## src/rtl/counter_monitor.sv

```systemverilog
// Observes a free-running counter and checks that each accepted sample equals the previous one plus one.
// Reports lock status, per-mismatch pulses, and saturating error and wrap statistics.
module counter_monitor #(
    parameter int unsigned WIDTH     = 4,
    parameter int unsigned SYNC_LEN  = 2,
    parameter int unsigned ERR_LIMIT = 3,
    parameter int unsigned CNT_W     = 8
) (
    input  logic             clk,
    input  logic             reset,
    input  logic             en,
    input  logic [WIDTH-1:0] q,
    output logic             locked,
    output logic             err_pulse,
    output logic [CNT_W-1:0] err_count,
    output logic [CNT_W-1:0] wrap_count,
    output logic [WIDTH-1:0] last_q
);

    localparam int unsigned MATCH_W = (SYNC_LEN  > 1) ? $clog2(SYNC_LEN + 1)  : 1;
    localparam int unsigned MISS_W  = (ERR_LIMIT > 1) ? $clog2(ERR_LIMIT + 1) : 1;

    typedef enum logic [1:0] {
        S_UNLOCKED = 2'd0,
        S_SYNCING  = 2'd1,
        S_LOCKED   = 2'd2
    } state_t;

    state_t             state_q,     state_d;
    logic [MATCH_W-1:0] match_cnt_q, match_cnt_d;
    logic [MISS_W-1:0]  miss_cnt_q,  miss_cnt_d;
    logic [WIDTH-1:0]   prev_q,      prev_d;
    logic [CNT_W-1:0]   err_cnt_q,   err_cnt_d;
    logic [CNT_W-1:0]   wrap_cnt_q,  wrap_cnt_d;
    logic               locked_q,    locked_d;
    logic               err_pulse_q, err_pulse_d;
    logic [WIDTH-1:0]   exp_val;
    logic               is_match;

    // State and statistics registers.
    always_ff @(posedge clk or posedge reset) begin
        if (reset) begin
            state_q     <= S_UNLOCKED;
            match_cnt_q <= '0;
            miss_cnt_q  <= '0;
            prev_q      <= '0;
            err_cnt_q   <= '0;
            wrap_cnt_q  <= '0;
            locked_q    <= 1'b0;
            err_pulse_q <= 1'b0;
        end else begin
            state_q     <= state_d;
            match_cnt_q <= match_cnt_d;
            miss_cnt_q  <= miss_cnt_d;
            prev_q      <= prev_d;
            err_cnt_q   <= err_cnt_d;
            wrap_cnt_q  <= wrap_cnt_d;
            locked_q    <= locked_d;
            err_pulse_q <= err_pulse_d;
        end
    end

    // Next-state and statistics update; nothing moves on edges with en low.
    always_comb begin
        state_d     = state_q;
        match_cnt_d = match_cnt_q;
        miss_cnt_d  = miss_cnt_q;
        prev_d      = prev_q;
        err_cnt_d   = err_cnt_q;
        wrap_cnt_d  = wrap_cnt_q;
        err_pulse_d = 1'b0;
        exp_val     = prev_q + WIDTH'(1);
        is_match    = (q == exp_val);

        if (en) begin
            prev_d = q;
            case (state_q)
                S_UNLOCKED: begin
                    state_d     = S_SYNCING;
                    match_cnt_d = '0;
                end
                S_SYNCING: begin
                    if (is_match) begin
                        if (match_cnt_q == MATCH_W'(SYNC_LEN - 1)) begin
                            state_d     = S_LOCKED;
                            match_cnt_d = '0;
                            miss_cnt_d  = '0;
                        end else begin
                            match_cnt_d = match_cnt_q + MATCH_W'(1);
                        end
                    end else begin
                        match_cnt_d = '0;
                    end
                end
                S_LOCKED: begin
                    if (is_match) begin
                        miss_cnt_d = '0;
                        if ((prev_q == {WIDTH{1'b1}}) && (wrap_cnt_q != {CNT_W{1'b1}})) begin
                            wrap_cnt_d = wrap_cnt_q + CNT_W'(1);
                        end
                    end else begin
                        err_pulse_d = 1'b1;
                        if (err_cnt_q != {CNT_W{1'b1}}) begin
                            err_cnt_d = err_cnt_q + CNT_W'(1);
                        end
                        // Too many back-to-back misses: fall back and resynchronise.
                        if (miss_cnt_q == MISS_W'(ERR_LIMIT - 1)) begin
                            state_d     = S_SYNCING;
                            match_cnt_d = '0;
                            miss_cnt_d  = '0;
                        end else begin
                            miss_cnt_d = miss_cnt_q + MISS_W'(1);
                        end
                    end
                end
                default: begin
                    state_d     = S_UNLOCKED;
                    match_cnt_d = '0;
                    miss_cnt_d  = '0;
                end
            endcase
        end

        locked_d = (state_d == S_LOCKED);
    end

    assign locked     = locked_q;
    assign err_pulse  = err_pulse_q;
    assign err_count  = err_cnt_q;
    assign wrap_count = wrap_cnt_q;
    assign last_q     = prev_q;

endmodule

```

## config.mk

```make
export PLATFORM = sky130hd
export DESIGN_NAME = counter_monitor
export DESIGN_NICKNAME = d
export VERILOG_FILES = /design/src/rtl/counter_monitor.sv
export SDC_FILE = /design/constraint.sdc
export NUM_CORES = 1
export LEC_CHECK = 0
export BUFFER_PORTS_ARGS = -buffer_cell sky130_fd_sc_hd__clkbuf_2
export CAP_MARGIN = 30
export CORE_MARGIN = 2
export CORE_UTILIZATION = 25
export CTS_CLUSTER_DIAMETER = 60
export DETAILED_ROUTE_END_ITERATION = 10
export PLACE_DENSITY = 0.45
export SETUP_SLACK_MARGIN = 0.2
export SLEW_MARGIN = 20
export SYNTH_ARGS = -nofsm -noshare
export SYNTH_HDL_FRONTEND = slang
export SYNTH_SLANG_ARGS = --single-unit
```

## constraint.sdc

```tcl
create_clock -name clk -period 4.61 [get_ports clk]
set_input_delay 0.461 -clock clk [delete_from_list [all_inputs] [get_ports clk]]
set_output_delay 0.461 -clock clk [all_outputs]
set_load 0.01 [all_outputs]
```

Word-level counts from Yosys, hierarchy flattened
Index checks and enable logic that the tools add are counted.

word-level totals
  flip-flop bits (word level) = 28
  output and inout port bits = 22
  word-level logic and storage cells = 53

operators by class
  $add $sub $neg = 5
  equal/unequal tests = 13
  mux-type cells = 19
  bitwise logic cells = 2
  reduce and logical (&&, ||, !) cells = 6

operators with widths
  kind                 number
  $mux 2               13
  $add 8x1->8 const B  2
  $ne 8x8->1 const B   2
  $pmux 2 s3           2
  $reduce_and 4->1     3
  $ne 2x2->1 const B   4
  $eq 2x2->1 const B   3
  $add 2x1->2 const B  2
  $add 4x1->4 const B  1
  $eq 2x1->1 const B   2
  $eq 4x4->1           1
  $eq 4x4->1 const B   1
  $pmux 2 s2           1
  $mux 1               3
  $reduce_and 3->1     1
  $logic_not 2->1      1
  $not 1->1            2
  $logic_and 1x1->1    1

Longest topological paths before layout
  depth in word-level cells = 6
  depth in mapped cells = 8
  gate-level depth less buffers = 6

Least setup slack after synthesis
OpenSTA, ideal clock, no wires.

  path type = reg2reg
  start point = register prev_q[0], in the netlist last_q[0]
  end point = register wrap_cnt_q[1], in the netlist wrap_count[1]
  setup time = 0.125 ns
  arrival = 1.944 ns
  data required time = 4.485 ns
  path slack = 2.542 ns
  stages on the path, launching flop included = 8
  path buffers = 1
  cells stage by stage = dfrtp_1 ha_1 xnor3_1 nand3_1 or2_1 buf_6 nor2_1 mux2_2

between the ends
  word-level cells in the longest chain between the ends = 3

RTL lines
  what                                             RTL line  RTL
  start, declared                                  32        logic [WIDTH-1:0] prev_q, prev_d;
  start signal, assigned                           55        prev_q <= prev_d;
  $add 4x1->4 or $eq 4x4->1 (tied branches)        72, 98
  $eq 4x4->1 or $logic_and 1x1->1 (tied branches)  73, 98
  $reduce_and 4->1 (no source line) (*)            n/a
  end signal, assigned                             57        wrap_cnt_q <= wrap_cnt_d;
  end, declared                                    34        logic [CNT_W-1:0] wrap_cnt_q, wrap_cnt_d;

Every way passes the cells marked *; elsewhere a longest branch is shown, timed or not.
A chain may end at the register's enable or synchronous reset.

Worst setup path in the final report
Same ends and word-level chain as after synthesis.

==> results.md <==
* Worst-path fanout max at 18
* Num Clock Sinks at 28
* CP endpoint: wrap_count[1]
* Register area share after synthesis at about 48%
* Tot GR Track Use at about 10%
* Sw power at around 0.14 mW
* Via count at roughly 1.1k
* Total wire length at between 2 and 3 mm
* Number of synthesized flops with an enable pin at 0
* N_diodes at 0
* Nature of the critical path startpoint: flop
* Vias per cell at 4.76
* Outcome: finished clean
* Initial DRC Count at 38
* Initial Utilization at a little over a quarter
* Largest net degree at the start of global routing at 29
* Max_cap viols at 0
* Core Area at roughly 5600 µm²
* Vias in the first global route at 1101
* Crit path required time at around 4800 ps
* TritonRoute pass-1 iters at 4
* Clk pin slew, worst setup/hold paths at approximately 100 ps
* IO buf count at 28
* Top FF cell, synth: dfrtp_1
* Internal Power at between 0.4 and 0.5 mW
* Crit path kind: reg2reg
* I/O Pins at 29
* Synth warnings at 0
* P per Cell Area at around 320 nW/µm²
* R2R Path Start: last_q[0]
* CP Capture Type: flop
* Post-CTS Setup Bufs at 0
* Clk_lat worst skew at about 280 ps
* Pins Over Slew Limit at 0
* Clock power share at 35.5%
* Top cells by area, synth: dfrtp_1, xor2_1, mux2_2
* DRC Markers at 0
* Switching part of the total at 25.6%
* Worst reg2reg path depth at 6
* Syn Nets at 142
* Dpl hpwl at about 2.2 mm
* Synth Instances at about 130
* Drt wl/cell at 12.9 µm
* Clock Skews at roughly 3.5 ps
* Dpl cells at 229
* CP arrival at 2550 ps
* Syn Std Cell Area at 1460 µm²
* GPL Wtd Cong at 0.794
* Number of H-tree levels at 1
* Post-CTS Resized at 0
* Pre-CTS setup slack at between 2000 and 2500 ps
* Row count at 27
* Area leader, netlist: dfrtp_1
* Die width at 80.5 µm
* Clock Path Buffers at 2
* Pleak at roughly 0.86 nW
* Die Ht at approximately 80 µm
* Share of layout cells above drive strength 1 at 28.0%
* Layout Cells excl Fill at around 230
* Yosys cell types at 41
* Final #Nets at roughly 170
* Die ar. at ~6500 µm²
* Setup ws final at around 2200 ps
* Async SR Flop Fraction at 100%
* Final-report hold violation count at 0
* Initial antenna violation count at 0
* Top-count cell post-synth: dfrtp_1
* Top cell type's share of synthesized area at 47.9%
* Worst r2r dst: wrap_count[1]
* CTS tree: done
* Worst min path class: in2async
* Fmax at ~0.42 GHz
* Hold slack at ~230 ps
* First-pass GRT wire length at slightly above 5 mm
* Unrepaired setup endpoints after global routing: false
* Post-synth top cells: dfrtp_1, nand2_1, xor2_1
* Setup_tns at 0 ps
* Root Buffer: clkbuf_8
* Max_slew headroom at a little over half
* Final Cycle Share at roughly half
* Fin crit period at between 2000 and 2500 ps
* Worst-case vdd ir drop at 0.172 mV
* ANT nets after route at 0
* Combinational Power Share at 14.0%
* Flop pwr share at approximately half
* Final setup fails at 0
* Num CTS Buffers at 3
* Global route overflow at 0
* P&R area growth vs syn at 18.8%
* Reg-to-reg slack, setup at around 2200 ps
* CP Launch Point: last_q[0]
* Hold_buf cts at 0
* Slew @ Worst Pin at roughly 700 ps
* Mean post-synth cell area at approximately 11 µm²
* Synthesized flop and latch total at 28
## through the flow
stage                     power [mW]  utilization (%)  instance area [µm²]
final                          0.556             31.2                 1740
after global routing           0.587             31.2                 1740
after CTS                      0.563             31.2                 1740
after detailed placement       0.365             29.9                 1670
after global placement         0.360             29.9                 1670
after floorplan                0.343                -                 1460
## power by group through the flow
| stage | clock (mW) | combinational (mW) | sequential [mW] |
|---|---|---|---|
| floorplan | 0 | 0.0588 | 0.284 |
| global placement | 0 | 0.0754 | 0.285 |
| detailed placement | 0 | 0.0790 | 0.286 |
| CTS | 0.203 | 0.0792 | 0.281 |
| global route | 0.215 | 0.0881 | 0.285 |
| finish | 0.197 | 0.0776 | 0.281 |
## worst min path at each step
stage / end / slack [ps] / depth (start not counted)
after floorplan: miss_cnt_q[0] / 480 / 1
after global placement: wrap_count[7] / 490 / 1
after detailed placement: wrap_count[5] / 490 / 1
after CTS: last_q[0] / 250 / 2
after global routing: wrap_count[7] / 260 / 2
final: wrap_count[3] / 230 / 2
## state kept, by name, summed over array words and instances, names as in the netlist
signal	cells
err_count	8
err_pulse	1
last_q	4
locked	1
match_cnt_q	2
miss_cnt_q	2
state_q	2
wrap_count	8
## critical path: stages (launching register included)
cell	delay (ps)
dfrtp_1	440
ha_1	240
xnor3_1	360
nand3_1	100
or2_1	480
nor2_1	290
mux2_2	360
## final cells by class
type | count | area, µm²
sequential | 28 | 701
clock buffer | 3 | 41.3
multi-input combinational | 97 | 721
timing repair buffer | 28 | 140
clock inverter | 1 | 30.0
fill | 580 | 3840
tap | 72 | 90.1
inverter | 4 | 15.0
## layer usage
metal	share of wire (%)	wire, µm	global-route usage [%]	vias up
li1	-	-	-	535
met5	0	0	0	-
met1	46	1390	12.9	540
met3	5.7	171	3.03	2
met4	0.50	15	1.69	0
met2	47	1420	16.6	31
## cells in the final DEF, fill, tap and decap left out, types with 2 or more instances in the layout
master,Yosys,layout
o32ai_1,3,3
nor3_1,5,5
nand3_1,6,6
nand2_1,14,14
clkbuf_2,0,28
ha_1,3,3
clkbuf_8,0,3
a21oi_1,4,4
inv_1,4,3
xor2_1,12,12
nor2b_1,2,2
and4_1,2,2
nor2_1,6,6
mux2_2,5,5
dfrtp_1,28,28
nand2b_1,2,2
nand4_1,2,2
a31oi_1,5,5
and3_1,2,2
xnor2_1,3,3
## logic make-up after synthesis
logic type | share of synthesized area (%)
buf+inv | 2.82
flops | 47.9
compound gates | 10.8
simple gates | 20.8
mux | 4.62
xor+xnor | 10.5
fa+ha+maj | 2.57
Power figures use the tool's default switching activity.
